==> config.mk <==
export PLATFORM = sky130hd
export DESIGN_NAME = fifo_read_ctrl
export DESIGN_NICKNAME = d
export VERILOG_FILES = /design/src/rtl/fifo_pkg.sv /design/src/rtl/read_operation.sv /design/src/rtl/fifo_read_ctrl.sv
export SDC_FILE = /design/constraint.sdc
export NUM_CORES = 1
export LEC_CHECK = 0
export BUFFER_PORTS_ARGS = -buffer_cell sky130_fd_sc_hd__buf_4
export CORE_ASPECT_RATIO = 0.5
export CORE_MARGIN = 2
export CORE_UTILIZATION = 30
export DETAILED_ROUTE_END_ITERATION = 6
export GPL_ROUTABILITY_DRIVEN = 0
export PLACE_DENSITY = 0.65
export SETUP_SLACK_MARGIN = 0.02
export SYNTH_ARGS = -nofsm -noshare
export SYNTH_HDL_FRONTEND = slang
export SYNTH_HIERARCHICAL = 1
export SYNTH_SLANG_ARGS = --single-unit
==> constraint.sdc <==
create_clock -name clk -period 2.2 [get_ports clk]
set_clock_uncertainty 0.15 [all_clocks]
set_input_delay 0.44 -clock clk [delete_from_list [all_inputs] [get_ports clk]]
set_output_delay 0.44 -clock clk [all_outputs]
set_load 0.05 [all_outputs]
==> src/rtl/fifo_pkg.sv <==
// Shared definitions for the FIFO read and write controllers.
package fifo_pkg;

   localparam int DEFAULT_DATA_WIDTH = 32;
   localparam int DEFAULT_ADDR_WIDTH = 3;
   localparam int DEFAULT_DEPTH      = 2 ** DEFAULT_ADDR_WIDTH;

   // Controller states. The write-side controller adds WRITE/WR_ERROR.
   typedef enum logic [1:0] {
      INIT     = 2'b00,
      NO_OP    = 2'b01,
      READ     = 2'b10,
      RD_ERROR = 2'b11
   } state_t;

endpackage

==> src/rtl/read_operation.sv <==
// Combinational entry select for the register file: a decoder turns the
// read index into a one-hot select, then an AND-OR tree picks the entry.
module read_operation
   import fifo_pkg::*;
#(
   parameter int DATA_WIDTH = DEFAULT_DATA_WIDTH,
   parameter int ADDR_WIDTH = DEFAULT_ADDR_WIDTH
) (
   input  logic [ADDR_WIDTH-1:0]                 i_addr,
   input  logic [(2**ADDR_WIDTH)*DATA_WIDTH-1:0] i_rfData,
   output logic [DATA_WIDTH-1:0]                 o_data
);

   localparam int DEPTH = 2 ** ADDR_WIDTH;

   logic [DEPTH-1:0] w_sel;

   // Decode the read index into a one-hot entry select.
   always_comb begin
      w_sel = '0;
      for (int i = 0; i < DEPTH; i++) begin
         w_sel[i] = (i_addr == ADDR_WIDTH'(i));
      end
   end

   // Gate each entry with its select line and OR the results together.
   always_comb begin
      o_data = '0;
      for (int i = 0; i < DEPTH; i++) begin
         o_data = o_data | (i_rfData[i*DATA_WIDTH +: DATA_WIDTH] & {DATA_WIDTH{w_sel[i]}});
      end
   end

endmodule

==> src/rtl/fifo_read_ctrl.sv <==
// Read-side FIFO controller: owns the read pointer, serves registered read
// data with an ack/error handshake and reports empty/occupancy.
module fifo_read_ctrl
   import fifo_pkg::*;
#(
   parameter int DATA_WIDTH = DEFAULT_DATA_WIDTH,
   parameter int ADDR_WIDTH = DEFAULT_ADDR_WIDTH
) (
   input  logic                                 clk,
   input  logic                                 reset_n,
   input  logic                                 rd_en,
   input  logic [ADDR_WIDTH:0]                  wr_ptr,
   input  logic [(2**ADDR_WIDTH)*DATA_WIDTH-1:0] rf_data,
   output logic [ADDR_WIDTH:0]                  rd_ptr,
   output logic [DATA_WIDTH-1:0]                dout,
   output logic                                 rd_ack,
   output logic                                 rd_err,
   output logic                                 empty,
   output logic [ADDR_WIDTH:0]                  data_count
);

   state_t                r_state;
   state_t                w_nextState;
   logic [ADDR_WIDTH:0]   r_rdPtr;
   logic [DATA_WIDTH-1:0] r_dout;
   logic [DATA_WIDTH-1:0] w_entry;
   logic                  w_empty;
   logic                  w_readOk;

   // Pointers carry a wrap bit, so equal pointers mean empty and the
   // modular difference gives occupancy 0..DEPTH.
   assign w_empty    = (r_rdPtr == wr_ptr);
   assign w_readOk   = rd_en && !w_empty;
   assign empty      = w_empty;
   assign data_count = wr_ptr - r_rdPtr;
   assign rd_ptr     = r_rdPtr;
   assign dout       = r_dout;

   read_operation #(
      .DATA_WIDTH (DATA_WIDTH),
      .ADDR_WIDTH (ADDR_WIDTH)
   ) u_readOperation (
      .i_addr   (r_rdPtr[ADDR_WIDTH-1:0]),
      .i_rfData (rf_data),
      .o_data   (w_entry)
   );

   // Next state depends only on the request and the current empty flag.
   always_comb begin
      w_nextState = NO_OP;
      if (rd_en) begin
         w_nextState = w_empty ? RD_ERROR : READ;
      end
   end

   // Handshake pulses are decoded from the registered state only.
   always_comb begin
      rd_ack = 1'b0;
      rd_err = 1'b0;
      case (r_state)
         READ:     rd_ack = 1'b1;
         RD_ERROR: rd_err = 1'b1;
         default: begin
            rd_ack = 1'b0;
            rd_err = 1'b0;
         end
      endcase
   end

   // State register.
   always_ff @(posedge clk) begin
      if (!reset_n) begin
         r_state <= INIT;
      end else begin
         r_state <= w_nextState;
      end
   end

   // Successful reads capture the selected entry and advance the pointer;
   // dout otherwise holds until the next read or reset.
   always_ff @(posedge clk) begin
      if (!reset_n) begin
         r_rdPtr <= '0;
         r_dout  <= '0;
      end else if (w_readOk) begin
         r_dout  <= w_entry;
         r_rdPtr <= r_rdPtr + 1'b1;
      end
   end

endmodule

---- Word level (Yosys, flattened, before mapping) ----
Index checks and enable logic that the tools add are counted.
W data, S select, Z words.
storage, ports and cells
  register bits after elaboration ......... 38
  bits in latches ......................... 0
  bits in writable memories ............... 0
  ROM bits ................................ 0
  input port bits ......................... 263
  output and inout bits ................... 43
  word-level logic and storage cells ...... 39
  memories kept ........................... 0
cells by class
  add/sub/neg operators ................... 2
  $mul .................................... 0
  div/mod/pow operators ................... 0
  order comparisons ....................... 0
  eq/ne operators ......................... 10
  shift-type cells ........................ 0
  mux-type cells .......................... 4
  bitwise logic cells ..................... 15
  reduce and logical (&&, ||, !) cells .... 4
operators with widths
  cell                   number
  $and A32 B32 Y32       8
  $or A32 B32 Y32        7
  $eq A3 B3 Y1 const B   4
  $eq A3 B2 Y1 const B   2
  $add A4 B1 Y4 const B  1
  $eq A2 B2 Y1 const B   2
  $eq A4 B4 Y1           1
  $mux W1                4
  $sub A4 B4 Y4          1
  $eq A3 B1 Y1 const B   1
  $logic_not A3 Y1       1
  $reduce_and A2 Y1      1
  $logic_and A1 B1 Y1    1
  $logic_not A1 Y1       1

---- Longest topological paths before layout ----
  depth after elaboration ................. 9
  mapped depth ............................ 7
  mapped depth without buffers ............ 6

---- By module ----
The synthesis kept the hierarchy.
modules (own cells, without submodules)
  module          instances  cells an instance  area an instance (um^2)  sequential area each (um^2)
  read_operation  1          114                2073.2                   0.0
  fifo_read_ctrl  1          187                1531.5                   760.7

---- Worst setup path after synthesis ----
OpenSTA, ideal clock, no wires.
  path kind ............................... register to output
  start point ............................. reg r_rdPtr[1] (netlist: rd_ptr[1])
  end point ............................... out data_count[3]
  arrival time ............................ 2.211 ns
  required time ........................... 1.610 ns
  path slack .............................. -0.601 ns
  cell stages (with the launch flop) ...... 6
  buffers on the path ..................... 0
  path through ............................ dfxtp_1 > inv_1 > ha_1 > a21o_1 > a21oi_1 > xor2_1
on the way
  longest elaborated chain between the ends .. 1
RTL lines
  what                    line                  text
  from (decl)             fifo_read_ctrl.sv:24  logic [ADDR_WIDTH:0] r_rdPtr;
  from (signal assigned)  fifo_read_ctrl.sv:87  r_rdPtr <= r_rdPtr + 1'b1;
  $sub A4 B4 Y4           fifo_read_ctrl.sv:35  assign data_count = wr_ptr - r_rdPtr;
  to (decl)               fifo_read_ctrl.sv:19  output logic [ADDR_WIDTH:0] data_count
Every way passes these cells.

---- Worst setup path in the final report ----
Same ends and word-level chain as after synthesis.

==> metrics.txt <==
Total Routing Usage GR 19.3%; WL/cell 17.3 um; total clock sinks 38; io pins 306; global-route wire length before repair 19600 um; Yosys warnings 6; ant diodes 0; worst-case clock buffer depth 2; port bufs 305; Worst Path Required 1610 ps; Clk network pwr share 25.4%; Via-to-Cell Ratio 4.87; sw frac 32.3%; Net Sw Power 0.000998 W; Int Pwr 0.00209 W; Worst-path clk slew 50 ps; die area 13000 sq um; share of cells above drive strength 1 66.7%; final wirelength 13100 um; RSZ-0062 raised after global routing true; first-pass detailed-route iteration total 4; nets 859; Tightest Pin Transition 533 ps; #FFs+latches synth 38; CTS tree built; grt ovf 0; clock latency on the worst-skew pair 280 ps; Sum Neg Setup Slack 0 ps; Final setup viols 0; distinct cell type count after synthesis 26; CP max FO 3; core area 11800 sq um; CTS Buf Count 5; Synth top area share 29.2%; area grow syn2layout 75.1%; initial antenna violation count 0; row cnt 28; Setup CP Type reg2out; remaining antenna violation count after routing 0; Worst Hold Class in2reg; total design power 0.00309 W; H-Tree Depth 2; largest net degree at the start of global routing 61; total vias in the final route 3684; die height 81.5 um; Mean Syn Cell Area 12.0 sq um; most frequent cells in the layout buf_4, mux4_1, nand3_1, nand2_1, dfxtp_1; Inst Count DP 748; type of origin of the critical path register; Logic pwr share 48.9%; dominant cell type by area after synthesis mux4_1; Die W 159 um; Maximum Capacitance Violations 0; Initial Util 30.6%; DRT iter0 DRCs 110; endpoint class of the critical path output port; Static Leak 2.82 nW; maximum VDD drop 0.000204 V; max-slew violations 0; slew margin rel. 64.4%; commonest non-fill, non-tap cell in the layout buf_4; Pwr Density 490 nW/um^2; Cell Area, Synth 3600 sq um; Hold Vio Cnt, Final 0; Finished Layout Cells 757; status finished, final reports clean; synth top area cells mux4_1, dfxtp_1, mux4_2; worst path arrival time 1590 ps; Syn Inst Count 301; # DRC 0; vias in the first global route 3672; Min Clock Period, post-route 2180 ps; Peak Freq 0.459 GHz; Final Cycle Share 98.9%; power share of the sequential group 25.7%; Detail Placement HPWL 10600 um; clk root buf clkbuf_16; post-synthesis sequential area ratio 21.1%; Post-Syn Nets 569
## path summary, 6_finish.rpt
check | from | endpoint | slack, ps | cells after the start
setup reg to reg | rd_ptr[0] | dout[9] | 100 | 6
hold reg to reg | dout[22] | dout[22] | 320 | 2
hold / removal | rd_en | r_state[1] | 240 | 2
setup / recovery | rd_ptr[1] | data_count[3] | 20 | 6
## what timing repair did
action	4_1_cts	5_1_grt
endpoints found under the setup margin	3	5
hold buffers	0	0
setup buffers	1	0
pin swaps	2	0
resized for setup	6	5
## metal layers
layer / share of wire [%] / track usage (%) / vias to the layer above / wire length, um
met4: 1.0 / 3.55 / 0 / 131
met2: 52 / 34.7 / 97 / 6850
met5: 0 / 0 / - / 0
met3: 5.4 / 5.15 / 13 / 711
li1: - / - / 1788 / -
met1: 41 / 24.0 / 1786 / 5420
## state kept, by name, summed over array words and instances, names as in the netlist
register  flops
dout         32
rd_ptr        4
r_state       2
## layout make-up
| type | count | area, sq um |
|---|---|---|
| Tap cell | 165 | 206 |
| Timing Repair Buffer | 316 | 2450 |
| Sequential cell | 38 | 769 |
| Multi-Input combinational cell | 222 | 2690 |
| Clock buffer | 8 | 166 |
| Inverter | 8 | 30.0 |
| Fill cell | 1098 | 5460 |
## kinds of logic after synthesis
| kind of cell | share of synthesized area, % |
|---|---|
| fa+ha+maj | 1.94 |
| buf+inv | 5.87 |
| flops | 21.1 |
| mux | 54.4 |
| xor+xnor | 1.18 |
| compound gates | 5.73 |
| simple gates | 9.75 |
## worst max-delay path: stages, from the launching register on
cell	delay, ps
dfxtp_4	360
inv_2	40
ha_4	210
a21o_1	180
a21oi_4	180
xor2_4	160
buf_6	170
## through the flow
stage	hold WS [ps]	utilization (%)	setup WS [ps]	area (sq um)
final	239	53.6	23.6	6310
after global routing	242	53.6	-32.5	6310
after CTS	233	53.5	18.3	6300
after global placement	307	51.8	-16.5	6100
after detailed placement	313	51.8	-52.9	6100
after floorplan	412	-	25.9	3640
## power by group through the flow
stage	Sequential [W]	Clock (W)	Combinational (W)
3_3_place_gp	0.000815	0	0.00147
3_5_place_dp	0.000818	0	0.00149
2_1_floorplan	0.00103	0	0.000667
6_report	0.000795	0.000785	0.00151
5_1_grt	0.000803	0.000854	0.00161
4_1_cts	0.000794	0.000816	0.00152
## synthesized netlist by cell type
cell type   n
mux4_1     40
dfxtp_1    38
nand2_1    35
nand3_1    35
o21ai_0    34
mux2_2     32
mux4_2     24
clkbuf_1   14
buf_1       8
inv_1       8
buf_6       7
and2_1      4
buf_2       4
ha_1        4
nor2_1      2
xnor2_1     2
a21boi_1    1
a21o_1      1
a21oi_1     1
fa_1        1
mux2i_1     1
nor2b_1     1
o21ai_4     1
or3_1       1
xor2_1      1
xor2_2      1
No activity file was read; power rests on OpenSTA's default activity.
